===== src/rtl/pc_if.sv =====
// Control/status bundle between the IF-stage sequencer and the program-counter unit.
// The master side drives the redirect/call/return/hazard controls; the PC unit is the slave.
interface pc_if #(
  parameter int PC_WIDTH = 16
);
  logic                halt;
  logic                resume;
  logic                stall;
  logic                redirect_valid;
  logic [PC_WIDTH-1:0] redirect_pc;
  logic                call;
  logic                ret;
  logic [PC_WIDTH-1:0] pc;
  logic [PC_WIDTH-1:0] prev_pc;
  logic                halted;
  logic                ras_empty;
  logic                ras_full;
  logic                ras_overflow;
  logic                ras_underflow;

  modport master (
    output halt, resume, stall, redirect_valid, redirect_pc, call, ret,
    input  pc, prev_pc, halted, ras_empty, ras_full, ras_overflow, ras_underflow
  );

  modport slave (
    input  halt, resume, stall, redirect_valid, redirect_pc, call, ret,
    output pc, prev_pc, halted, ras_empty, ras_full, ras_overflow, ras_underflow
  );
endinterface


===== src/rtl/pc_unit.sv =====
// IF-stage program counter: sequential fetch, redirect, call/return through a
// circular return-address stack, stall hold and a sticky halt with explicit resume.
module pc_unit #(
  parameter int                  PC_WIDTH     = 16,
  parameter logic [PC_WIDTH-1:0] RESET_VECTOR = '0,
  parameter int                  PC_INC       = 1,
  parameter int                  RAS_DEPTH    = 4
) (
  input logic clk,
  input logic rst,
  pc_if.slave bus
);

  localparam int                  PTR_W = $clog2(RAS_DEPTH);
  localparam int                  CNT_W = PTR_W + 1;
  localparam logic [PC_WIDTH-1:0] INC   = PC_WIDTH'(PC_INC);

  typedef enum logic {RUN, HALTED} state_t;

  state_t              state_q, state_d;
  logic [PC_WIDTH-1:0] pc_q, pc_d;
  logic [PC_WIDTH-1:0] prev_q, prev_d;
  logic [PC_WIDTH-1:0] ras_mem [RAS_DEPTH];
  logic [PTR_W-1:0]    sp_q;
  logic [CNT_W-1:0]    cnt_q;
  logic                ovf_q;
  logic                unf_q, unf_d;
  logic                push, pop;
  logic                ras_empty, ras_full;
  logic [PC_WIDTH-1:0] ras_top;

  // Truncating increment: the PC and pushed return addresses wrap at PC_WIDTH.
  function automatic logic [PC_WIDTH-1:0] pc_wrap_inc(input logic [PC_WIDTH-1:0] v);
    return v + INC;
  endfunction

  assign ras_empty = (cnt_q == '0);
  assign ras_full  = (cnt_q == CNT_W'(RAS_DEPTH));
  // sp points at the next free slot, so the top is one below it.
  assign ras_top   = ras_mem[sp_q - PTR_W'(1)];

  always_comb begin
    state_d = state_q;
    pc_d    = pc_q;
    prev_d  = prev_q;
    push    = 1'b0;
    pop     = 1'b0;
    unf_d   = 1'b0;
    case (state_q)
      RUN: begin
        if (bus.halt) begin
          state_d = HALTED;
        end else if (bus.redirect_valid) begin
          pc_d   = bus.redirect_pc;
          prev_d = pc_q;
          push   = bus.call;
        end else if (bus.ret) begin
          if (ras_empty) begin
            unf_d = 1'b1;
          end else begin
            pop    = 1'b1;
            pc_d   = ras_top;
            prev_d = pc_q;
          end
        end else if (!bus.stall) begin
          pc_d   = pc_wrap_inc(pc_q);
          prev_d = pc_q;
        end
      end
      HALTED: begin
        if (bus.resume && !bus.halt) state_d = RUN;
      end
      default: state_d = RUN;
    endcase
  end

  // ---- control / architectural state register ----
  always_ff @(posedge clk) begin
    if (!rst) begin
      state_q <= RUN;
      pc_q    <= RESET_VECTOR;
      prev_q  <= RESET_VECTOR;
      sp_q    <= '0;
      cnt_q   <= '0;
      ovf_q   <= 1'b0;
      unf_q   <= 1'b0;
    end else begin
      state_q <= state_d;
      pc_q    <= pc_d;
      prev_q  <= prev_d;
      unf_q   <= unf_d;
      if (push) begin
        sp_q <= sp_q + PTR_W'(1);
        // A push while full overwrites the oldest entry; depth saturates.
        if (ras_full) ovf_q <= 1'b1;
        else          cnt_q <= cnt_q + CNT_W'(1);
      end else if (pop) begin
        sp_q  <= sp_q - PTR_W'(1);
        cnt_q <= cnt_q - CNT_W'(1);
      end
    end
  end

  // ---- RAS storage (data only, no reset) ----
  always_ff @(posedge clk) begin
    if (rst && push) ras_mem[sp_q] <= pc_wrap_inc(pc_q);
  end

  assign bus.pc            = pc_q;
  assign bus.prev_pc       = prev_q;
  assign bus.halted        = (state_q == HALTED);
  assign bus.ras_empty     = ras_empty;
  assign bus.ras_full      = ras_full;
  assign bus.ras_overflow  = ovf_q;
  assign bus.ras_underflow = unf_q;

endmodule


===== src/flat_wrapper.sv =====
// flat-port wrapper written by rule: the top's interface ports become plain ports
module pc_unit_flat 
#(
  parameter int                  PC_WIDTH     = 16,
  parameter logic [PC_WIDTH-1:0] RESET_VECTOR = '0,
  parameter int                  PC_INC       = 1,
  parameter int                  RAS_DEPTH    = 4
)
  (clk, rst, bus_halt, bus_resume, bus_stall, bus_redirect_valid, bus_redirect_pc, bus_call, bus_ret, bus_pc, bus_prev_pc, bus_halted, bus_ras_empty, bus_ras_full, bus_ras_overflow, bus_ras_underflow);
  pc_if #(.PC_WIDTH(PC_WIDTH)) bus_i ();
  input logic clk;
  input logic rst;
  input wire logic [$bits(bus_i.halt)-1:0] bus_halt;
  input wire logic [$bits(bus_i.resume)-1:0] bus_resume;
  input wire logic [$bits(bus_i.stall)-1:0] bus_stall;
  input wire logic [$bits(bus_i.redirect_valid)-1:0] bus_redirect_valid;
  input wire logic [$bits(bus_i.redirect_pc)-1:0] bus_redirect_pc;
  input wire logic [$bits(bus_i.call)-1:0] bus_call;
  input wire logic [$bits(bus_i.ret)-1:0] bus_ret;
  output wire logic [$bits(bus_i.pc)-1:0] bus_pc;
  output wire logic [$bits(bus_i.prev_pc)-1:0] bus_prev_pc;
  output wire logic [$bits(bus_i.halted)-1:0] bus_halted;
  output wire logic [$bits(bus_i.ras_empty)-1:0] bus_ras_empty;
  output wire logic [$bits(bus_i.ras_full)-1:0] bus_ras_full;
  output wire logic [$bits(bus_i.ras_overflow)-1:0] bus_ras_overflow;
  output wire logic [$bits(bus_i.ras_underflow)-1:0] bus_ras_underflow;
  assign bus_i.halt = bus_halt;
  assign bus_i.resume = bus_resume;
  assign bus_i.stall = bus_stall;
  assign bus_i.redirect_valid = bus_redirect_valid;
  assign bus_i.redirect_pc = bus_redirect_pc;
  assign bus_i.call = bus_call;
  assign bus_i.ret = bus_ret;
  assign bus_pc = bus_i.pc;
  assign bus_prev_pc = bus_i.prev_pc;
  assign bus_halted = bus_i.halted;
  assign bus_ras_empty = bus_i.ras_empty;
  assign bus_ras_full = bus_i.ras_full;
  assign bus_ras_overflow = bus_i.ras_overflow;
  assign bus_ras_underflow = bus_i.ras_underflow;
  pc_unit #(.PC_WIDTH(PC_WIDTH), .RESET_VECTOR(RESET_VECTOR), .PC_INC(PC_INC), .RAS_DEPTH(RAS_DEPTH)) u_core (.clk(clk), .rst(rst), .bus(bus_i));
endmodule

===== config.mk =====
export PLATFORM = sky130hd
export DESIGN_NAME = pc_unit_flat
export DESIGN_NICKNAME = d
export VERILOG_FILES = /design/src/rtl/pc_if.sv /design/src/rtl/pc_unit.sv /design/src/flat_wrapper.sv
export SDC_FILE = /design/constraint.sdc
export NUM_CORES = 1
export LEC_CHECK = 0
export CAP_MARGIN = 20
export CORE_MARGIN = 2
export CORE_UTILIZATION = 30
export CTS_CLUSTER_SIZE = 14
export DETAILED_ROUTE_END_ITERATION = 8
export DONT_BUFFER_PORTS = 1
export GPL_TIMING_DRIVEN = 0
export HOLD_SLACK_MARGIN = 0.12
export PLACE_DENSITY_LB_ADDON = 0.08
export SYNTH_ARGS = -nofsm -noshare
export SYNTH_HDL_FRONTEND = slang
export SYNTH_SLANG_ARGS = --single-unit

===== constraint.sdc =====
create_clock -name clk -period 2.15 [get_ports clk]
set_input_delay 0.3225 -clock clk [delete_from_list [all_inputs] [get_ports clk]]
set_output_delay 0.3225 -clock clk [all_outputs]
set_load 0.005 [all_outputs]

==> results of run 1 <==
## what timing repair did
item	in CTS	in global routing
pin swaps	0	2
resized for setup	16	6
setup buffers	3	2
hold endpoints to repair	1	0
endpoints found under the setup margin	86	12
hold buffers	1	0
## cells in the final DEF, fill, tap and decap left out, types with 2 or more instances in the layout
cell	Yosys	layout
mux2i_1	14	14
o21ai_0	12	11
a211o_1	2	2
edfxtp_1	64	64
and3_1	6	2
xnor2_1	9	9
o21a_1	3	3
nor2_1	16	16
nor4_1	3	3
or3_1	2	2
o211ai_1	5	5
a41o_1	3	3
nand2b_1	4	4
nor3_1	3	3
clkbuf_1	12	13
and3_2	0	4
o221ai_1	4	4
buf_4	2	6
inv_1	9	8
a211oi_1	2	2
inv_2	1	2
nand2_1	59	59
o22ai_1	2	2
nand4_1	5	5
a21oi_1	29	29
dfxtp_2	0	2
a221oi_1	3	3
clkbuf_16	0	12
ha_1	6	5
a32o_1	2	2
buf_12	0	4
dfxtp_1	40	37
buf_2	9	8
mux4_2	9	9
nand3_1	12	11
xor2_1	9	8
a31oi_1	2	2
and2_1	3	3
## layout make-up
class	count	area, sq um
clock inverters	2	38.8
multi-input cells	247	1730
repair buffers	6	47.5
inverters	10	37.5
well taps	188	235
flip-flops and latches	104	2730
clock buffers	14	308
plain buffers	26	184
fillers	1499	9780
## per-layer routing
layer,track usage,part of all wire,up-vias
li1,-,-,1472
met1,0.230,0.45,1551
met2,0.277,0.47,76
met3,0.0547,0.067,6
met4,0.0368,0.011,0
met5,0,0,-
## power groups by stage
stage / Combinational, mW / Clock [mW] / Sequential (mW)
CTS: 0.460 / 1.89 / 2.24
global placement: 0.424 / 0 / 2.29
global route: 0.509 / 1.98 / 2.25
detailed placement: 0.429 / 0 / 2.29
floorplan: 0.306 / 0 / 2.26
finish: 0.458 / 1.85 / 2.24
## worst paths after layout
path                                             from               endpoint  depth (start not counted)
worst min-delay path                       bus_resume      u_core.bus.halted                          3
worst max-delay path                   u_core.sp_q[0]       u_core.bus.pc[5]                          9
worst max register to register         u_core.sp_q[0]       u_core.bus.pc[5]                          9
worst min register to register  u_core.bus.prev_pc[3]  u_core.bus.prev_pc[3]                          2
## worst max-delay path, delay by kind of cell, from the launching register on
kind	cells	cell delay [ns]
flip-flops	1	0.37
adder cells (fa/ha/maj)	1	0.27
multiplexers	1	0.28
buffers and inverters	4	0.42
AO/OA/AOI/OAI	2	0.45
AND/OR/NAND/NOR	1	0.17
## metrics by stage
stage / setup WS (ns) / cells / utilization / power (mW)
floorplan: 0.0118 / 387 / - / 2.57
CTS: 0.00460 / 595 / 0.350 / 4.59
finish: 0.0632 / 597 / 0.352 / 4.55
detailed placement: -0.481 / 575 / 0.321 / 2.72
global placement: -0.407 / 575 / 0.321 / 2.71
global route: 0.00259 / 597 / 0.352 / 4.73
## registers in the layout (all words and copies together) (netlist names)
signal and flops:
u_core.bus.halted 1, u_core.bus.pc 16, u_core.bus.prev_pc 16, u_core.bus.ras_overflow 1, u_core.bus.ras_underflow 1, u_core.cnt_q 3
u_core.ras_mem 64, u_core.sp_q 2
## logic make-up (layout without fill, tap and decap cells)
group / after synthesis / in the layout / synth area share
AND/OR/NAND/NOR: 121 / 121 / 0.129
XOR/XNOR: 18 / 18 / 0.0343
multiplexers: 24 / 24 / 0.0771
buffers and inverters: 36 / 58 / 0.0368
AO/OA/AOI/OAI: 78 / 78 / 0.114
flip-flops: 104 / 104 / 0.593
adder cells (fa/ha/maj): 6 / 6 / 0.0163
==> results.py, run 1 <==
metrics = {
    "synth": {
        "yosys_warnings": 0,
        "avgSynthCellArea_sq_um": 11.9,
        "syn_area_sq_um": 4590,
        "synth_most_common_cell": "edfxtp_1",
        "synth_nets": 417,
        "synthArstFlopShare": 0,
        "synthFlopType": "edfxtp_1",
        "yosys-top-cells-count": "edfxtp_1 (64), nand2_1 (59), dfxtp_1 (40), a21oi_1 (29), nor2_1 (16)",
        "yosysTopAreaCellShare": 0.418,
        "ys_types": 54,
        "synthTopCellsByArea": "edfxtp_1 (42%), dfxtp_1 (17%), nand2_1 (4.8%)",
        "synth_edf_count": 64,
        "ys_ff_latch": 104,
        "synth_top_cell_by_area": "edfxtp_1",
        "ys_seq_area_frac": 0.593,
        "synth_cells": 387,
    },
    "floorplan": {
        "dieArea_sq_um": 16300,
        "die_h_um": 128,
        "core_area_sq_um": 15100,
        "rows": 45,
        "start_util": 0.304,
        "die_w_um": 128,
        "ios": 61,
    },
    "timing": {
        "fin_crit_ns": 2.09,
        "drv_slew": 0,
        "tightest_slew_ns": 0.717,
        "setup_tns_ns": 0,
        "setup_viol": 0,
        "finalHoldViolCount": 0,
        "fin_skew_ns": 0.00860,
        "max_freq_mhz": 479,
        "period_share": 0.971,
        "timing.slew.headroom": 0.522,
        "rsz0062_at_grt": "no",
        "timing.hold.ws_ns": 0.159,
    },
    "power_and_ir_drop": {
        "power_density_nw_per_um2": 857,
        "combPwrFrac": 0.101,
        "pwr-share-clk": 0.407,
        "pwr-share-seq": 0.492,
        "p_leak_nw": 1.82,
        "p_switching_mw": 1.08,
        "swShare": 0.236,
        "peakVddDrop_uv": 549,
        "p_int_mw": 3.48,
    },
    "clocking": {
        "cts_tree": "yes",
        "clk_latency_ns": 0.35,
        "clockBufferDepth": 2,
        "cts_sinks": 104,
        "h-tree-depth": 3,
        "root_buffer": "clkbuf_16",
        "numCtsBuffers": 9,
        "clk_pin_slew_worst_paths_ns": 0.07,
    },
    "layout": {
        "post_route_cells_drive_above_1_share": 0.147,
        "fin_area_sq_um": 5310,
        "n_antenna_cell": 0,
        "syn_to_final_growth_pct": 15.6,
        "finalNetCount": 434,
    },
    "routing": {
        "wl_per_cell_um": 22.4,
        "dr.pass1.iters": 4,
        "viasPerCell": 5.20,
        "vias": 3105,
        "drt-total-wl_mm": 13.4,
        "drc": 0,
        "first_iter_violations": 187,
        "ant_nets": 0,
    },
    "critical_path": {
        "cpMaxStageDelayCell": "dfxtp_4",
        "path_cells": "buf_12 -> buf_12 -> inv_2 -> ha_4 -> buf_12 -> mux4_2 -> and2_1 -> a211o_1 -> a32o_1",
        "critical_path.max_stage_delay_ns": 0.37,
        "r2r_setup_slack_ns": 0.06,
        "cp-start-kind": "flop",
        "crit_arrival_ns": 2.33,
        "crit_top_cell": "buf_12",
        "end_kind": "flop",
        "cp_max_fo": 10,
        "required_ns": 2.40,
        "path_class": "reg2reg",
    },
    "global_route": {
        "grt_max_degree": 17,
        "gr-usage-all-layers": 0.173,
        "grt_pass1_wl_mm": 20.2,
        "grt_pass1_vias": 3181,
        "gr-total-overflow": 0,
        "antenna_found_initial": 1,
    },
    "worst_hold_path": {
        "hp-class": "in2reg",
    },
    "run": {
        "drv_cap": 0,
    },
    "status": {
        "status": "finished clean",
    },
    "placed_design": {
        "place.gp.congestion": 0.764,
        "dp_hpwl_mm": 9.39,
        "portBuffers": 0,
        "place_area_sq_um": 4850,
    },
}
Note: power is estimated with default switching activity, not from simulation.
==> run 2: changes to the inputs <==
--- a/config.mk
+++ b/config.mk
@@ -13,7 +13,8 @@
 export DONT_BUFFER_PORTS = 1
 export GPL_TIMING_DRIVEN = 0
 export HOLD_SLACK_MARGIN = 0.12
-export PLACE_DENSITY_LB_ADDON = 0.08
+export PLACE_DENSITY = 0.54
+export SLEW_MARGIN = 20
 export SYNTH_ARGS = -nofsm -noshare
 export SYNTH_HDL_FRONTEND = slang
 export SYNTH_SLANG_ARGS = --single-unit
==> run 2 against run 1 <==
  * Largest cell class unchanged
  * Highest routed layer unchanged
  * Cell count is 0.17% lower
  * Sequential share of layout area is 1.3 points higher
  * Clock power is 19% lower
  * First-iteration DRC count is 30% higher
  * Global-route usage is 1.1 points lower
  * Critical endpoint is now u_core.bus.pc[6]
==> results.py, run 2 (synthesized netlist as in run 1, its figures left out) <==
metrics = {
    "critical_path": {
        "cp-start-kind": "flop",
        "cp.depth": 8,
        "ff2ff_path_depth": 8,
        "cpMaxStageDelayCell": "dfxtp_4",
        "critical_path.top_delay_family": "compound AO/OA/AOI/OAI gates",
        "end_kind": "flop",
        "critical_path.max_stage_delay_ns": 0.37,
        "cp_max_fo": 11,
        "path_buf_inv": 3,
        "required_ns": 2.39,
        "path_cells": "buf_12 -> inv_1 -> ha_1 -> buf_8 -> mux4_2 -> and2_0 -> a211o_1 -> a32o_1",
        "path_class": "reg2reg",
        "r2r_setup_slack_ns": 0.09,
        "crit_arrival_ns": 2.30,
    },
    "clocking": {
        "h-tree-depth": 3,
        "clk_latency_ns": 0.35,
        "clk_pin_slew_worst_paths_ns": 0.07,
        "root_buffer": "clkbuf_16",
        "clockBufferDepth": 2,
        "numCtsBuffers": 9,
        "cts_tree": "yes",
        "cts_sinks": 104,
    },
    "layout": {
        "seqCellArea_sq_um": 2730,
        "largest_reg_flops": 64,
        "syn_to_final_growth_pct": 12.9,
        "mostFrequentLayoutCell": "edfxtp_1",
        "final_cell_mix": "edfxtp_1 (64), nand2_1 (59), dfxtp_1 (37)",
        "post_route_cells_drive_above_1_share": 0.135,
        "layout.cells.non_filler": 596,
        "fillerInstances": 1527,
        "regMostFlops": "u_core.ras_mem",
        "multi_input_area_sq_um": 1720,
        "finalNetCount": 432,
    },
    "routing": {
        "viasPerCell": 5.25,
        "wl_per_cell_um": 21.7,
        "ant_nets": 0,
        "drc": 0,
        "drt-total-wl_mm": 12.9,
        "dr.pass1.iters": 5,
        "top_layer": "met4",
        "wl_met1_mm": 5.68,
        "route.met2.wl_mm": 6.37,
        "vias": 3129,
        "met3_wirelength_um": 724,
        "first_iter_violations": 244,
    },
    "floorplan": {
        "ios": 61,
        "die_w_um": 128,
        "die_h_um": 128,
        "start_util": 0.304,
        "dieArea_sq_um": 16300,
        "rows": 45,
        "core_area_sq_um": 15100,
    },
    "power_and_ir_drop": {
        "pwr-share-seq": 0.537,
        "p_int_mw": 3.13,
        "power_density_nw_per_um2": 805,
        "p_leak_nw": 1.76,
        "peakVddDrop_uv": 386,
        "combPwrFrac": 0.105,
        "pwr-share-clk": 0.358,
        "swShare": 0.250,
        "p_switching_mw": 1.04,
    },
    "global_route": {
        "grt_pass1_wl_mm": 19.5,
        "gr-total-overflow": 0,
        "gr-usage-all-layers": 0.162,
        "grt_max_degree": 17,
        "grt_pass1_vias": 3139,
        "antenna_found_initial": 1,
    },
    "timing": {
        "fin_crit_ns": 2.06,
        "finalHoldViolCount": 0,
        "drv_slew": 0,
        "rsz0062_at_grt": "no",
        "fin_skew_ns": 0.00681,
        "fin_ws_ns": 0.0887,
        "max_freq_mhz": 485,
        "timing.slew.headroom": 0.568,
        "tightest_slew_ns": 0.649,
        "period_share": 0.959,
        "setup_viol": 0,
    },
    "worst_hold_path": {
        "hp-class": "in2reg",
        "min_path_cells": 2,
    },
    "status": {
        "status": "finished clean",
    },
    "placed_design": {
        "dp_cells": 575,
        "portBuffers": 0,
        "dp_hpwl_mm": 8.97,
        "pre_cts_ws_ns": -0.453,
        "place.gp.congestion": 0.790,
    },
    "run": {
        "drv_cap": 0,
    },
}
-- run 2: final timing paths --
check / from / to
worst max-delay path: u_core.sp_q[0] / u_core.bus.pc[6]
worst min-delay path: bus_redirect_pc[8] / u_core.bus.pc[8]
worst max register to register: u_core.sp_q[0] / u_core.bus.pc[6]
worst min register to register: u_core.bus.prev_pc[13] / u_core.bus.prev_pc[13]
-- run 2: what timing repair did --
action                                 in CTS  in global routing
gates cloned                                0                  0
setup endpoints to repair                  82                  8
hold buffers                                1                  0
endpoints found under the hold margin       1                  0
pin swaps                                   0                  1
setup buffers                               3                  1
resized for setup                          13                  8
-- run 2: metal layers --
layer  global-route usage  vias to the layer above
li1                     -                     1461
met1                0.213                     1577
met2                0.268                       79
met3               0.0426                       12
met4               0.0368                        0
met5                    0                        -
-- run 2: layout make-up --
type	instances	area share
clock inverter	3	0.00362
timing repair buffer	5	0.00772
inverter	10	0.00724
sequential	104	0.526
antenna	1	0.000483
tap	188	0.0454
multi-input combinational	247	0.332
buffer	25	0.0314
clock buffer	13	0.0463
-- run 2: power by group through the flow --
| stage | clock network [mW] | registers (mW) | logic [mW] |
|---|---|---|---|
| floorplan | 0 | 2.26 | 0.306 |
| global placement | 0 | 2.29 | 0.405 |
| detailed placement | 0 | 2.29 | 0.415 |
| CTS | 1.51 | 2.24 | 0.438 |
| global route | 1.60 | 2.25 | 0.484 |
| finish | 1.49 | 2.24 | 0.439 |
-- run 2: stage by stage --
stage	hold slack, ns	TNS, ns	instance area, sq um	util	total power, mW
floorplan	0.440	0	4610	-	2.57
global placement	0.442	-19.27	4850	0.321	2.69
detailed placement	0.472	-24.40	4850	0.321	2.71
CTS	0.185	0	5160	0.342	4.20
global route	0.191	0	5180	0.344	4.33
finish	0.188	0	5180	0.344	4.18
